### src/rtl/hazard_ctrl_pkg.sv
// Shared CPU definitions for the hazard controller: state encoding and drain defaults.
// Latency: n/a (types and constants only).
// Backpressure: n/a.
package hazard_ctrl_pkg;

   // Controller state; RUN must encode as 0 so reset lands in RUN.
   typedef enum logic {
      ST_RUN   = 1'b0,
      ST_DRAIN = 1'b1
   } hz_state_e;

   // Default number of hold cycles for a serializing (fence/ecall) instruction.
   localparam int DRAIN_CYCLES_DEF = 3;

   // Drain counter width; covers the legal DRAIN_CYCLES range 1..15.
   localparam int DRAIN_W = 4;

endpackage

### src/rtl/sat_counter.sv
// Saturating up-counter used for pipeline performance statistics.
// Latency: count reflects inc one cycle later (registered).
// Backpressure: none; sticks at all-ones instead of wrapping.
//
// Ports: clk, resetn (async active-low), inc (count this cycle), count (current value).
module sat_counter #(
   parameter int W = 32
) (
   input  logic         clk,
   input  logic         resetn,
   input  logic         inc,
   output logic [W-1:0] count
);

   logic [W-1:0] count_q;

   always_ff @(posedge clk or negedge resetn) begin
      if (!resetn) begin
         count_q <= '0;
      end else if (inc && (count_q != {W{1'b1}})) begin
         count_q <= count_q + W'(1);
      end
   end

   assign count = count_q;

endmodule

### src/rtl/hazard_ctrl.sv
// Pipeline hazard controller: load-use bubbles, serializing-instruction drain, redirect flush.
// Latency: hold/flush outputs are combinational from registered state plus current inputs.
// Backpressure: holds PC and IF/ID and inserts ID/EXE bubbles; redirect overrides all holds.
//
// Ports: clk, resetn; ID sources (id_rs1/2, id_use_rs1/2, id_serialize); EXE info
// (exe_rd, exe_RegWrite, exe_ltype, exe_redirect); control outputs (pc_hold, ifid_hold,
// ifid_flush, idex_flush, idex_pause, busy); perf counters (stall_cnt, flush_cnt).
module hazard_ctrl
   import hazard_ctrl_pkg::*;
#(
   parameter int DRAIN_CYCLES = DRAIN_CYCLES_DEF,
   parameter int CNT_W        = 32
) (
   input  logic             clk,
   input  logic             resetn,
   input  logic [4:0]       id_rs1,
   input  logic [4:0]       id_rs2,
   input  logic             id_use_rs1,
   input  logic             id_use_rs2,
   input  logic             id_serialize,
   input  logic [4:0]       exe_rd,
   input  logic             exe_RegWrite,
   input  logic             exe_ltype,
   input  logic             exe_redirect,
   output logic             pc_hold,
   output logic             ifid_hold,
   output logic             ifid_flush,
   output logic             idex_flush,
   output logic             idex_pause,
   output logic             busy,
   output logic [CNT_W-1:0] stall_cnt,
   output logic [CNT_W-1:0] flush_cnt
);

   localparam logic [DRAIN_W-1:0] DRAIN_LOAD = DRAIN_W'(DRAIN_CYCLES - 1);

   hz_state_e            state_q, state_d;
   logic [DRAIN_W-1:0]   drain_q, drain_d;
   logic                 load_use;
   logic                 hold;
   logic                 flush;

   assign load_use = exe_ltype && exe_RegWrite && (exe_rd != 5'd0) &&
                     ((id_use_rs1 && (id_rs1 == exe_rd)) ||
                      (id_use_rs2 && (id_rs2 == exe_rd)));

   // Priority: redirect > serialize > load-use. Load-use is not looked at while
   // draining because the drain bubbles already cover any outstanding load.
   always_comb begin
      state_d = state_q;
      drain_d = drain_q;
      hold    = 1'b0;
      flush   = 1'b0;
      if (exe_redirect) begin
         flush   = 1'b1;
         state_d = ST_RUN;
         drain_d = '0;
      end else if (state_q == ST_RUN) begin
         if (id_serialize) begin
            hold = 1'b1;
            // With a single drain cycle this cycle's hold is the whole drain.
            if (DRAIN_CYCLES > 1) begin
               state_d = ST_DRAIN;
               drain_d = DRAIN_LOAD;
            end
         end else if (load_use) begin
            hold = 1'b1;
         end
      end else begin
         if (drain_q != '0) begin
            hold    = 1'b1;
            drain_d = drain_q - 1'b1;
         end else begin
            // Pipeline is empty: let the serializing instruction issue.
            state_d = ST_RUN;
         end
      end
   end

   always_ff @(posedge clk or negedge resetn) begin
      if (!resetn) begin
         state_q <= ST_RUN;
         drain_q <= '0;
      end else begin
         state_q <= state_d;
         drain_q <= drain_d;
      end
   end

   // Outputs are combinational, so gate them explicitly while reset is asserted.
   assign pc_hold    = hold  && resetn;
   assign ifid_hold  = hold  && resetn;
   assign idex_pause = hold  && resetn;
   assign ifid_flush = flush && resetn;
   assign idex_flush = flush && resetn;
   assign busy       = (state_q == ST_DRAIN) && resetn;

   sat_counter #(.W(CNT_W)) u_stall_cnt (
      .clk    (clk),
      .resetn (resetn),
      .inc    (idex_pause),
      .count  (stall_cnt)
   );

   sat_counter #(.W(CNT_W)) u_flush_cnt (
      .clk    (clk),
      .resetn (resetn),
      .inc    (ifid_flush),
      .count  (flush_cnt)
   );

endmodule

### config.mk
export PLATFORM = sky130hd
export DESIGN_NAME = hazard_ctrl
export DESIGN_NICKNAME = d
export VERILOG_FILES = /design/src/rtl/hazard_ctrl_pkg.sv /design/src/rtl/sat_counter.sv /design/src/rtl/hazard_ctrl.sv
export SDC_FILE = /design/constraint.sdc
export NUM_CORES = 1
export LEC_CHECK = 0
export ABC_AREA = 1
export CORE_MARGIN = 3
export CORE_UTILIZATION = 30
export CTS_CLUSTER_DIAMETER = 100
export DETAILED_ROUTE_END_ITERATION = 6
export HOLD_SLACK_MARGIN = 0.05
export PLACE_DENSITY = 0.51
export SLEW_MARGIN = 20
export SYNTH_ARGS = -nofsm -noshare
export SYNTH_HDL_FRONTEND = slang
export SYNTH_HIERARCHICAL = 1
export SYNTH_SLANG_ARGS = --single-unit
### constraint.sdc
create_clock -name clk -period 6.4 [get_ports clk]
set_clock_uncertainty 0.15 [all_clocks]
set_input_delay 1.28 -clock clk [delete_from_list [all_inputs] [get_ports clk]]
set_output_delay 1.28 -clock clk [all_outputs]
set_load 0.005 [all_outputs]
== Word-level counts from Yosys, hierarchy flattened ==
Index checks and enable logic that the tools add are counted.

* Flip-flop bits (word level): 69
* Input bits: 23
* Logic and storage cells: 40

* Add/sub/neg operators: 3
* Equal/unequal tests: 5
* Mux-type cells: 13
* Reductions and logical operators: 15

{| class="wikitable"
|+ Operators with widths
! kind !! number
|-
| 32-bit by 1-bit adder with 32-bit output, second input constant || 2
|-
| 32-bit != test, second input constant || 2
|-
| 4-bit 2-to-1 mux || 4
|-
| 5-bit == test || 2
|-
| 1-bit logical AND || 10
|-
| 1-bit 2-to-1 mux || 9
|-
| 5-bit nonzero test || 1
|-
| 4-bit nonzero test || 1
|-
| 4-bit by 1-bit subtractor with 4-bit output, second input constant || 1
|-
| 3-bit by 2-bit != test with 1-bit output, second input constant || 1
|-
| 3-bit nonzero test || 1
|-
| 2-bit AND reduction || 1
|-
| 1-bit logical OR || 1
|}

== Logic depth before layout (Yosys ltp) ==
* Depth after elaboration: 10
* Gate-level depth with buffers: 15
* Gate-level depth less buffers: 15

== By module ==
The synthesis kept the hierarchy.

{| class="wikitable"
|+ Modules (own cells, without submodules)
! module !! times used !! cells an instance !! area each (um2)
|-
| sat_counter || 2 || 333 || 2190.9
|-
| hazard_ctrl || 1 || 97 || 543.0
|}

== Least setup slack after synthesis ==
Ideal clock, no wire load.

* Kind: input-to-output
* From: in exe_rd[3]
* To: out ifid_hold
* Data arrival time: 2.397 ns
* Slack: 2.573 ns
* Stages: 9
* Path buffers: 1
* Cells stage by stage: inv_1 -> nand2_1 -> nand2_1 -> nor2_1 -> nand3_1 -> nand2_1 -> nand2_1 -> a21oi_1 -> buf_4

* Cells in the longest elaborated chain, start to end: 9
* Elaborated cells on any way between the ends: 13

{| class="wikitable"
|+ Ends and longest elaborated chain
! element !! RTL line !! RTL
|-
| from (decl) || hazard_ctrl.sv:21 || <nowiki>input logic [4:0] exe_rd,</nowiki>
|-
| 5-bit == test, on equally long branches || hazard_ctrl.sv:44, hazard_ctrl.sv:45 ||
|-
| 1-bit logical AND, on equally long branches || hazard_ctrl.sv:44, hazard_ctrl.sv:45 ||
|-
| 1-bit logical OR || hazard_ctrl.sv:44 || <nowiki>((id_use_rs1 && (id_rs1 == exe_rd)) ||</nowiki>
|-
| 1-bit logical AND (*) || hazard_ctrl.sv:43 || <nowiki>assign load_use = exe_ltype && exe_RegWrite && (exe_rd != 5'd0) &&</nowiki>
|-
| 1-bit 2-to-1 mux (*) || hazard_ctrl.sv:66 || <nowiki>end else if (load_use) begin</nowiki>
|-
| 1-bit 2-to-1 mux (*) || hazard_ctrl.sv:59 || <nowiki>if (id_serialize) begin</nowiki>
|-
| 1-bit 2-to-1 mux (*) || hazard_ctrl.sv:58 || <nowiki>end else if (state_q == ST_RUN) begin</nowiki>
|-
| 1-bit 2-to-1 mux (*) || hazard_ctrl.sv:54 || <nowiki>if (exe_redirect) begin</nowiki>
|-
| 1-bit logical AND (*) || - ||
|-
| to (decl) || hazard_ctrl.sv:26 || <nowiki>output logic ifid_hold,</nowiki>
|}

Every way passes the cells marked *; elsewhere a longest branch is shown, timed or not.

== Worst setup path in the final report ==
* From: in exe_rd[0]
* To: out ifid_hold

* Cells in the longest elaborated chain, start to end: 9
* Elaborated cells on any way between the ends: 13

{| class="wikitable"
|+ Ends and longest elaborated chain
! element !! RTL line !! RTL
|-
| 5-bit == test, on equally long branches || hazard_ctrl.sv:44, hazard_ctrl.sv:45 ||
|-
| 1-bit logical AND, on equally long branches || hazard_ctrl.sv:44, hazard_ctrl.sv:45 ||
|-
| 1-bit logical OR || hazard_ctrl.sv:44 ||
|-
| 1-bit logical AND (*) || hazard_ctrl.sv:43 ||
|-
| 1-bit 2-to-1 mux (*) || hazard_ctrl.sv:66 ||
|-
| 1-bit 2-to-1 mux (*) || hazard_ctrl.sv:59 ||
|-
| 1-bit 2-to-1 mux (*) || hazard_ctrl.sv:58 ||
|-
| 1-bit 2-to-1 mux (*) || hazard_ctrl.sv:54 ||
|-
| 1-bit logical AND (*) || hazard_ctrl.sv:92 || <nowiki>assign ifid_hold = hold && resetn;</nowiki>
|}

Marks and branches as above.

==> impl_metrics.ini <==
[die]
die_w_um = 134
die_h_um = 134
coreArea_um2 = 16000
initial_utilization = 0.308
row_count = 46
io_pins = 93
die_area_um2 = 18000

[pwr]
switching_share = 0.275
p_int_uw = 841
clkPwrFrac = 0.405
p_sw_uw = 319
p_leak_nw = 2.68
vdd_ir_drop_max_mv = 0.120
seqPwrFrac = 0.436
power.density_nw_per_um2 = 185
power_mw = 1.16
combinationalPowerShare = 0.159

[synth]
yosys.area_share.simple = 0.497
synth_top_area_frac = 0.351
synth_area_leaders = dfrtp_1 (35%), nand2_1 (24%), nor2_1 (8.7%)
synth_xor_area_frac = 0.0320
synth-compound-area-share = 0.0211
synth_mux_area_frac = 0
yosysWarnings = 6
syn_area_per_cell_um2 = 6.45
netlist_area_um2 = 4920
synth_fa_ha_area_frac = 0.0102
syn_inst = 763
synth_top_family_by_area = simple AND/OR/NAND/NOR gates
ys_seq_elements = 69
yosysTopAreaCell = dfrtp_1
synth_cell_types = 28
synth_nets = 790
seq_area_frac_synth = 0.351

[global_route]
antenna_found_initial = 0
grt_overflow = 0
grt_pass1_wl_mm = 23.8
grtUsageTotal = 0.164
grt_pass1_vias = 4630
grt_max_degree = 44

[critical_path]
crit_path_frequent_cell = nand2_1
crit_chain = clkdlybuf4s50_1, inv_1, nand2_1, nand2_1, nor2_1, nand3_1, nand2_1, nand2_1, a21oi_1, buf_4, clkdlybuf4s50_1
worst_ep_arrival_time_ns = 3.11
worstSetupPathType = in -> out
r2r_slack_ns = 3.76
end_kind = primary output
critPathLaunchType = primary input
r2r_end = u_stall_cnt/count[18]
r2r-start = drain_q[0]
crit_required_ns = 4.97
critPathSlowestCell = clkdlybuf4s50_1
cpPeakStageDelay_ns = 0.55
r2r_cells = 14
cp_max_fo = 9

[layout]
area_delta_synth_final_pct = 27.4
design_area_um2 = 6270
layout.nets = 882
antenna_cells = 0
final_cell_mix = nand2_1 (320), nor2_1 (114), clkdlybuf4s50_1 (91)
final_util = 0.392
drive_above_1_share = 0.0698
final_common_cell = nand2_1
fill_cells = 1765
final_cell_count_no_fill = 1076
regArea_um2 = 1730
multiInputGateArea_um2 = 2760

[placed_design]
io_buffers = 92
place.gp.congestion = 0.855
dp_hpwl_mm = 10.9
place_area_um2 = 5990
placed_cells = 1060
post-place-ws_ns = 1.84

[clock_tree]
insertion_delay_ns = 0.33
cts_hold_buf = 0
cts_setup_buffers = 0
cts_buffers = 9
cts_buffer_depth = 2
clk_pin_slew_ns = 0.05
cts_tree = yes
cts_resized = 0
numClockSinks = 69
ctsRootBufferMaster = clkbuf_16
htreeDepth = 3

[sta]
fin_crit_ns = 4.54
grt_setup_unrepaired = false
max-slew-margin-rel = 0.601
finalCritPeriodShare = 0.709
max_freq_mhz = 220
worst_hold_slack_ns = 0.408
hold_viol = 0
tns_ns = 0
setup_viol = 0
fin_ws_ns = 1.86
tightestPinTransition_ns = 0.597
drv_slew = 0

[route]
vias = 4898
antenna_left = 0
vias_per_cell = 4.55
drc = 0
wl_mm = 14.2
drtIter0Drc = 382
wl_per_cell_um = 13.2
drtPass1Iterations = 5

[flow_run]
cap_violations = 0

[min_path]
worstHoldStart = drain_q[1]
hp-class = reg -> reg
hold_end = drain_q[1]
whs_path_depth = 2

[status]
status = complete, no violations
-- registers in the layout (all words and copies together) (netlist names) --
signal and count:
drain_q 4, state_q 1, u_flush_cnt/count 32, u_stall_cnt/count 32
-- cell families after synthesis --
group | after synthesis
xor+xnor | 18
simple gates | 561
compound gates | 17
flops | 69
buf+inv | 94
fa+ha+maj | 4
-- worst max-delay path: cells and delay by family --
family	cells	cell delay, ns
buf+inv	4	1.33
compound gates	1	0.12
simple gates	6	0.37
-- layout make-up --
class	count	area share
inverters	81	0.0485
clock inverters	4	0.00359
repair buffers	94	0.149
well taps	216	0.0431
multi-input cells	600	0.440
clock buffers	12	0.0409
flip-flops and latches	69	0.275
-- power by group through the flow --
stage	Clock (mW)	Sequential (mW)	Combinational [mW]
CTS	0.485	0.506	0.189
floorplan	0	0.507	0.0952
global route	0.505	0.512	0.213
finish	0.470	0.506	0.185
global placement	0	0.513	0.188
detailed placement	0	0.513	0.188
-- synthesized netlist by cell type --
cell type,instances
dfrtp_1,69
nor3_1,2
nor2_4,8
inv_1,78
buf_8,2
o21bai_1,2
inv_2,3
o21ai_1,2
nand2_1,320
xor2_1,3
o21ai_2,1
nand4_1,22
o21ai_0,7
nand3b_1,16
nand3_2,2
nand2_2,17
o22ai_1,2
xnor2_1,15
a21oi_1,1
a21oi_2,2
buf_4,5
buf_6,6
ha_1,4
nor2_1,114
nand3_1,51
nand2_4,4
and2_4,1
nor2_2,4
-- worst max path at each step --
stage | start | endpoint | slack [ns] | cells after the start
2_1_floorplan | exe_rd[3] | ifid_hold | 2.57 | 9
3_3_place_gp | exe_rd[4] | idex_pause | 1.86 | 11
3_5_place_dp | exe_rd[0] | ifid_hold | 1.84 | 11
4_1_cts | exe_rd[0] | ifid_hold | 1.84 | 11
5_1_grt | exe_rd[0] | ifid_hold | 1.65 | 11
6_report | exe_rd[0] | ifid_hold | 1.86 | 11
-- layer usage --
metal | wire, um | vias up | track usage
li1 | - | 2541 | -
met4 | 155 | 0 | 0.0481
met3 | 753 | 10 | 0.0281
met5 | 0 | - | 0
met1 | 7080 | 2220 | 0.240
met2 | 6170 | 127 | 0.249
Note: power is estimated with default switching activity, not from simulation.
